==> src/rtl/fifo_wptr_full_if.sv <==
// Write-client bundle for the async FIFO write-pointer block.
// The master side drives requests and the read pointer; the slave side returns RAM controls and status.
interface fifo_wptr_full_if #(
    parameter int addr_width = 3
);
    logic                  winc;
    logic                  clr_ovf;
    logic [addr_width:0]   rptr_async;
    logic [addr_width-1:0] waddr;
    logic                  wclken;
    logic [addr_width:0]   wptr;
    logic                  wfull;
    logic                  walmost_full;
    logic [addr_width:0]   wlevel;
    logic                  woverflow;

    modport master (
        output winc, clr_ovf, rptr_async,
        input  waddr, wclken, wptr, wfull, walmost_full, wlevel, woverflow
    );

    modport slave (
        input  winc, clr_ovf, rptr_async,
        output waddr, wclken, wptr, wfull, walmost_full, wlevel, woverflow
    );
endinterface

==> src/rtl/fifo_wptr_full.sv <==
// Write-domain pointer, full/almost-full, fill-level and overflow logic for the async FIFO.
// The read Gray pointer is brought in through a flop chain and only the last stage is used.
module fifo_wptr_full #(
    parameter int addr_width   = 3,
    parameter int afull_thresh = 6,
    parameter int sync_stages  = 2
) (
    input  logic              wclk,
    input  logic              wrst_n,
    fifo_wptr_full_if.slave   bus
);
    // XOR mask turning a read Gray pointer into the write Gray value that means "full"
    localparam logic [addr_width:0] FULL_FLIP    = {2'b11, {(addr_width-1){1'b0}}};
    localparam logic [31:0]         AFULL_THRESH = 32'(afull_thresh);

    logic [addr_width:0] wbin_reg;
    logic [addr_width:0] wptr_reg;
    logic [addr_width:0] wlevel_reg;
    logic                wfull_reg;
    logic                walmost_full_reg;
    logic                woverflow_reg;

    logic [addr_width:0] rq;
    logic [addr_width:0] rbin_s;
    logic [addr_width:0] wbin_next;
    logic [addr_width:0] wgray_next;
    logic [addr_width:0] wlevel_next;
    logic                wr_en;
    logic                wfull_next;
    logic                walmost_full_next;

    genvar gi;
    generate
        for (gi = 0; gi < sync_stages; gi++) begin : g_sync
            logic [addr_width:0] q_reg;
            if (gi == 0) begin : g_first
                always_ff @(posedge wclk or negedge wrst_n) begin
                    if (!wrst_n) q_reg <= '0;
                    else         q_reg <= bus.rptr_async;
                end
            end else begin : g_rest
                always_ff @(posedge wclk or negedge wrst_n) begin
                    if (!wrst_n) q_reg <= '0;
                    else         q_reg <= g_sync[gi-1].q_reg;
                end
            end
        end
    endgenerate

    assign rq = g_sync[sync_stages-1].q_reg;

    always_comb begin
        rbin_s = '0;
        for (int i = 0; i <= addr_width; i++) begin
            rbin_s[i] = ^(rq >> i);
        end
    end

    assign wr_en             = bus.winc & ~wfull_reg;
    assign wbin_next         = wbin_reg + {{addr_width{1'b0}}, wr_en};
    assign wgray_next        = (wbin_next >> 1) ^ wbin_next;
    assign wlevel_next       = wbin_next - rbin_s;
    assign wfull_next        = (wgray_next == (rq ^ FULL_FLIP));
    assign walmost_full_next = {{(31-addr_width){1'b0}}, wlevel_next} >= AFULL_THRESH;

    always_ff @(posedge wclk or negedge wrst_n) begin
        if (!wrst_n) begin
            wbin_reg         <= '0;
            wptr_reg         <= '0;
            wlevel_reg       <= '0;
            wfull_reg        <= 1'b0;
            walmost_full_reg <= 1'b0;
            woverflow_reg    <= 1'b0;
        end else begin
            wbin_reg         <= wbin_next;
            wptr_reg         <= wgray_next;
            wlevel_reg       <= wlevel_next;
            wfull_reg        <= wfull_next;
            walmost_full_reg <= walmost_full_next;
            // a new overflow in the same cycle as a clear takes priority
            woverflow_reg    <= (bus.winc & wfull_reg) | (woverflow_reg & ~bus.clr_ovf);
        end
    end

    assign bus.waddr        = wbin_reg[addr_width-1:0];
    assign bus.wclken       = wr_en;
    assign bus.wptr         = wptr_reg;
    assign bus.wfull        = wfull_reg;
    assign bus.walmost_full = walmost_full_reg;
    assign bus.wlevel       = wlevel_reg;
    assign bus.woverflow    = woverflow_reg;
endmodule

==> src/flat_wrapper.sv <==
// flat-port wrapper written by rule: the top's interface ports become plain ports
module fifo_wptr_full_flat 
#(
    parameter int addr_width   = 3,
    parameter int afull_thresh = 6,
    parameter int sync_stages  = 2
)
  (wclk, wrst_n, bus_winc, bus_clr_ovf, bus_rptr_async, bus_waddr, bus_wclken, bus_wptr, bus_wfull, bus_walmost_full, bus_wlevel, bus_woverflow);
  fifo_wptr_full_if #(.addr_width(addr_width)) bus_i ();
  input  logic wclk;
  input  logic wrst_n;
  input wire logic [$bits(bus_i.winc)-1:0] bus_winc;
  input wire logic [$bits(bus_i.clr_ovf)-1:0] bus_clr_ovf;
  input wire logic [$bits(bus_i.rptr_async)-1:0] bus_rptr_async;
  output wire logic [$bits(bus_i.waddr)-1:0] bus_waddr;
  output wire logic [$bits(bus_i.wclken)-1:0] bus_wclken;
  output wire logic [$bits(bus_i.wptr)-1:0] bus_wptr;
  output wire logic [$bits(bus_i.wfull)-1:0] bus_wfull;
  output wire logic [$bits(bus_i.walmost_full)-1:0] bus_walmost_full;
  output wire logic [$bits(bus_i.wlevel)-1:0] bus_wlevel;
  output wire logic [$bits(bus_i.woverflow)-1:0] bus_woverflow;
  assign bus_i.winc = bus_winc;
  assign bus_i.clr_ovf = bus_clr_ovf;
  assign bus_i.rptr_async = bus_rptr_async;
  assign bus_waddr = bus_i.waddr;
  assign bus_wclken = bus_i.wclken;
  assign bus_wptr = bus_i.wptr;
  assign bus_wfull = bus_i.wfull;
  assign bus_walmost_full = bus_i.walmost_full;
  assign bus_wlevel = bus_i.wlevel;
  assign bus_woverflow = bus_i.woverflow;
  fifo_wptr_full #(.addr_width(addr_width), .afull_thresh(afull_thresh), .sync_stages(sync_stages)) u_core (.wclk(wclk), .wrst_n(wrst_n), .bus(bus_i));
endmodule
==> config.mk <==
export PLATFORM = sky130hd
export DESIGN_NAME = fifo_wptr_full_flat
export DESIGN_NICKNAME = d
export VERILOG_FILES = /design/src/rtl/fifo_wptr_full_if.sv /design/src/rtl/fifo_wptr_full.sv /design/src/flat_wrapper.sv
export SDC_FILE = /design/constraint.sdc
export NUM_CORES = 1
export LEC_CHECK = 0
export ABC_AREA = 1
export CORE_MARGIN = 5
export CORE_UTILIZATION = 45
export CTS_BUF_LIST = sky130_fd_sc_hd__clkbuf_16
export DETAILED_ROUTE_END_ITERATION = 10
export HOLD_SLACK_MARGIN = 0.05
export PLACE_DENSITY = 0.71
export SLEW_MARGIN = 15
export SYNTH_ARGS = -nofsm -noshare
export SYNTH_HDL_FRONTEND = slang
export SYNTH_SLANG_ARGS = --single-unit
export TNS_END_PERCENT = 50
==> constraint.sdc <==
create_clock -name wclk -period 2.6 [get_ports wclk]
set_input_delay 0.52 -clock wclk [delete_from_list [all_inputs] [get_ports wclk]]
set_output_delay 0.52 -clock wclk [all_outputs]
set_load 0.005 [all_outputs]
==> qor.yml, run 1 <==
grt_max_degree: 23
path_class: "input port to register"
finalNetCount: 143
numCtsBuffers: 3
multiInputGateArea_um2: 348
drt-total-wl_mm: 1.73
finalSetupTns_ps: 0
max-cap-violations: 0
ys_seq_area_frac: 0.572
io_buffer_count: 22
power.density_nw_per_um2: 1320
cts_sinks: 22
r2r_slack_ps: 600
place_ws_ps: 14.9
hold_end: "u_core.g_sync[1].q_reg[0]"
register_area_um2: 551
fin_cells: 155
clock_skew_ps: 6.58
drtAntennaViolNets: 0
worstSkewPairLatency_ps: 250
critPathSlowestCell: "clkdlybuf4s50_1"
place_inst: 151
status: "complete, no violations"
vias: 708
syn_area_um2: 962
slowest_delay_ps: 470
synth_cells: 95
grtUsageMet2: 0.214
yosys_warnings: 0
reg2reg_to: "u_core.bus.walmost_full"
overflow: 0
grt_pass1_wl_mm: 3.12
avgSynthCellArea_um2: 10.1
start_util: 0.481
setup_viol: 0
antenna_found_initial: 0
post_cts_resize_count: 0
area_growth_pct: 40.1
antenna_cells: 0
drc: 0
vias_per_cell: 4.57
crit_arrival_ps: 2500
met3_usage: 0.0534
largest_register_ffs: 8
drv_slew: 0
path_clk_slew_ps: 60
first_iter_violations: 6
period_share: 0.911
io_pins: 23
cts_tree: "done"
maxSlewHeadroom: 0.819
required_ps: 2730
grt_pass1_vias: 723
rsz0062_at_grt: "false"
post_cts_buffers: 0
routedWlPerCell_um: 11.2
cts_root_buf: "clkbuf_16"
hold_path.class: "register to register"
nFillCells: 172
htree_levels: 1
ys_types: 17
cp-end-kind: "register"
reg2reg_from: "u_core.bus.wfull"
synth_seq_cells: 22
busiest_layer: "met2"
max_freq_ghz: 0.422
gp_congestion: 0.801
synth_fp_nets: 109
track_usage: 0.127
path_max_fanout: 2
grt_util_met1: 0.140
tightest_slew_ps: 271
layout_common_cells: "22 x nand2_1, 22 x clkdlybuf4s50_1, 22 x dfrtp_1, 16 x inv_1, 10 x nand3_1"
finalHoldViolations: 0
power_leakage_nw: 0.682
clockBufferDepth: 2
core_area_um2: 2000
rr_worst_depth: 11
cp-start-kind: "input port"
drt_first_pass_iters: 4
ir_drop_v: 0.000803
setup_ws_ps: 232
die_x_um: 56.2
crit_path_cell_trace: "clkdlybuf4s50_1, inv_1, nor2_1, ha_1, ha_1, inv_1, nand2_1, nand2_2, ha_1, a21oi_1, inv_1, nand2_1, nand3_1"
rows: 16
dp_hpwl_mm: 1.34
post-route-min-period_ps: 2370
die-area_um2: 3160
hold_depth: 0
drive_gt1_frac: 0.133
fp.dieH_um: 56.2
holdWs_ps: 348
min_from: "u_core.g_sync[0].q_reg[0]"
ctsHoldBuffers: 0
Yosys cell counts, drive strengths merged:
cell type  instances  share of area
nand2             26           0.11
dfrtp             22           0.57
inv               17          0.066
nand3             11          0.062
ha                 5          0.065
xnor2              4          0.044
nand4              2          0.013
nor2               2         0.0078
xor2               2          0.018
a21oi              1         0.0052
fa                 1          0.021
o21ai              1         0.0052
o21bai             1         0.0078
area by class of cell:
| type | count | share of cell area |
|---|---|---|
| Multi-Input combinational cell | 56 | 0.258 |
| Tap cell | 27 | 0.0251 |
| Clock inverter | 1 | 0.00279 |
| Inverter | 17 | 0.0474 |
| Timing Repair Buffer | 29 | 0.202 |
| Sequential cell | 22 | 0.409 |
| Clock buffer | 3 | 0.0557 |
layer usage:
metal	up-vias	wire length, um
li1	358	-
met1	325	710
met2	21	844
met3	4	149
met4	0	27
met5	-	0
cells by family (layout without fill, tap and decap cells):
logic type               after synthesis  in the layout  share of synthesized area
AND/OR/NAND/NOR                       41             41                      0.195
flip-flops                            22             22                      0.572
adder cells (fa/ha/maj)                6              6                     0.0858
AO/OA/AOI/OAI                          3              3                     0.0182
buffers and inverters                 17             50                     0.0663
XOR/XNOR                               6              6                     0.0624
report_power, final:
part | total [mW] | switching (mW) | internal (mW)
combinational | 0.932 | 0.444 | 0.488
sequential | 0.530 | 0.0649 | 0.465
clock | 0.314 | 0.110 | 0.205
total | 1.78 | 0.619 | 1.16
worst max-delay path by stage:
stage                     cells after the start  startpoint                      end  slack [ps]
final                                        13    bus_winc  u_core.bus.walmost_full         230
after global routing                         12    bus_winc  u_core.bus.walmost_full          10
after CTS                                    13    bus_winc  u_core.bus.walmost_full         240
after detailed placement                     10    bus_winc  u_core.bus.walmost_full          10
after global placement                       10    bus_winc  u_core.bus.walmost_full          60
after floorplan                              12    bus_winc  u_core.bus.walmost_full         490
stage by stage:
stage | area (um^2) | util | power [mW]
after floorplan | 962 | - | 1.01
after global placement | 1270 | 0.634 | 1.44
after detailed placement | 1270 | 0.634 | 1.46
after CTS | 1350 | 0.673 | 1.80
after global routing | 1350 | 0.673 | 1.95
final | 1350 | 0.673 | 1.78
worst max-delay path: cells and delay by family:
kind | cells | cell delay, ps
buffers and inverters | 4 | 620
AO/OA/AOI/OAI | 1 | 230
AND/OR/NAND/NOR | 5 | 430
adder cells (fa/ha/maj) | 3 | 690
Power figures use the tool's default switching activity.
==> inputs of run 2 (changes only) <==
--- a/config.mk
+++ b/config.mk
@@ -10,8 +10,9 @@
 export CORE_UTILIZATION = 45
 export CTS_BUF_LIST = sky130_fd_sc_hd__clkbuf_16
 export DETAILED_ROUTE_END_ITERATION = 10
+export DONT_BUFFER_PORTS = 1
 export HOLD_SLACK_MARGIN = 0.05
-export PLACE_DENSITY = 0.71
+export PLACE_DENSITY = 0.58
 export SLEW_MARGIN = 15
 export SYNTH_ARGS = -nofsm -noshare
 export SYNTH_HDL_FRONTEND = slang
==> run 2 against run 1 <==
  * Critical path depth fell by 2
  * Sequential share of layout area rose by 10 points
  * Power fell by 18%
  * Sequential power rose by 4.9%
  * Worst hold slack got worse by 53 ps
  * Largest power group unchanged
  * Highest routed layer unchanged
==> qor.yml, run 2 (same netlist as run 1, synthesis figures left out) <==
max-cap-violations: 0
vias: 615
wl_met1_um: 637
status: "complete, no violations"
drt-total-wl_mm: 1.60
clockBufferDepth: 2
path_class: "register to register"
first_iter_violations: 6
register_area_um2: 551
period_share: 0.869
multiInputGateArea_um2: 348
finalNetCount: 115
vias_per_cell: 4.88
antenna_found_initial: 0
worstSkewPairLatency_ps: 250
start_util: 0.481
setup_viol: 0
nFillCells: 180
path_max_fanout: 5
crit_path_cell_trace: "nor2_1, ha_1, ha_1, inv_1, nand2_1, nand2_2, ha_1, a21oi_1, inv_1, nand2_1, nand3_1"
io_buffer_count: 0
core_area_um2: 2000
die-area_um2: 3160
track_usage: 0.119
gp_congestion: 0.682
drc: 0
dp_hpwl_mm: 1.20
grt_pass1_wl_mm: 2.79
dr_wl_met2_um: 767
maxUsedRoutingLayer: "met4"
largest_register_ffs: 8
tightest_slew_ps: 977
cts_sinks: 22
grt_pass1_vias: 622
cts_tree: "done"
crit_path_frequent_cell: "ha_1"
maxSlewHeadroom: 0.347
drive_gt1_frac: 0.101
fp.dieH_um: 56.2
cts_root_buf: "clkbuf_16"
overflow: 0
post-route-min-period_ps: 2260
fin_area_um2: 1080
post_cts_resize_count: 0
slowest_delay_ps: 410
antenna_cells: 0
cp-start-kind: "register"
power_leakage_nw: 0.566
hold_path.class: "input port to register"
clock_skew_ps: 0.895
drv_slew: 0
path_clk_slew_ps: 50
htree_levels: 1
finalHoldViolations: 0
die_x_um: 56.2
dpl_cell_area_um2: 996
critPathSlowestCell: "dfrtp_1"
rows: 16
power.density_nw_per_um2: 1350
required_ps: 2730
max_freq_ghz: 0.442
numCtsBuffers: 3
rsz0062_at_grt: "false"
crit_arrival_ps: 2390
holdWs_ps: 295
drtAntennaViolNets: 0
routedWlPerCell_um: 12.7
wl_met3_um: 151
io_pins: 23
cp-end-kind: "register"
area_growth_pct: 12.4
finalSetupTns_ps: 0
grt_max_degree: 23
drt_first_pass_iters: 4
layout_common_cells: "22 x nand2_1, 22 x dfrtp_1, 16 x inv_1, 10 x nand3_1, 5 x ha_1"
ir_drop_v: 0.000549
run 2: changes by cell type in the layout (fill, tap and decap cells not counted), sizes merged:
cell           delta
clkinv            -1
dlygate4sd3       +1
buf               -7
clkdlybuf4s50    -22
run 2: worst paths after layout:
check                                             to                       from  slack (ps)  cells after the start
max                          u_core.bus.walmost_full           u_core.bus.wfull         340                     11
min                        u_core.g_sync[0].q_reg[3]          bus_rptr_async[3]         290                      0
max reg2reg                  u_core.bus.walmost_full           u_core.bus.wfull         340                     11
min reg2reg                u_core.g_sync[1].q_reg[2]  u_core.g_sync[0].q_reg[2]         350                      0
max in group asynchronous    u_core.bus.walmost_full                     wrst_n        1130                      1
min in group asynchronous  u_core.g_sync[0].q_reg[1]                     wrst_n         880                      1
run 2: final cells by class:
cell class | count | share of cell area
Clock buffer | 3 | 0.0694
Inverter | 17 | 0.0590
Multi-Input combinational cell | 56 | 0.322
Sequential cell | 22 | 0.509
Tap cell | 27 | 0.0312
Timing Repair Buffer | 1 | 0.00926
run 2: worst max-delay path: cells and delay by family (launching register included):
kind,cells,cell delay (ps)
compound gates,1,200
fa+ha+maj,3,840
simple gates,5,590
flops,1,410
buf+inv,2,130
run 2: where the power goes:
| part | switching [mW] | internal, mW |
|---|---|---|
| Clock | 0.108 | 0.203 |
| Combinational | 0.366 | 0.223 |
| Sequential | 0.0897 | 0.466 |
| Total | 0.564 | 0.892 |
run 2: timing repair:
| item | in CTS | in global routing |
|---|---|---|
| setup buffers | 0 | 0 |
| hold endpoints to repair | 22 | 0 |
| hold buffers | 1 | 0 |
run 2: metal layers:
layer,up-vias,GRT usage
li1,302,-
met1,288,0.132
met2,20,0.182
met3,5,0.0510
met4,0,0.0814
met5,-,0
run 2: metrics by stage:
stage / power (mW) / utilization / worst slack (ps) / instances
after floorplan: 1.01 / - / 489 / 95
after global placement: 1.13 / 0.498 / 277 / 122
after detailed placement: 1.14 / 0.498 / 264 / 122
after CTS: 1.48 / 0.540 / 327 / 126
after global routing: 1.61 / 0.540 / 174 / 126
final: 1.46 / 0.540 / 340 / 126
==> inputs of run 3 (changes only) <==
--- a/config.mk
+++ b/config.mk
@@ -17,4 +17,3 @@
 export SYNTH_ARGS = -nofsm -noshare
 export SYNTH_HDL_FRONTEND = slang
 export SYNTH_SLANG_ARGS = --single-unit
-export TNS_END_PERCENT = 50
==> results of run 3 <==
The final DEF is identical to that of run 2; final timing and power are the same.
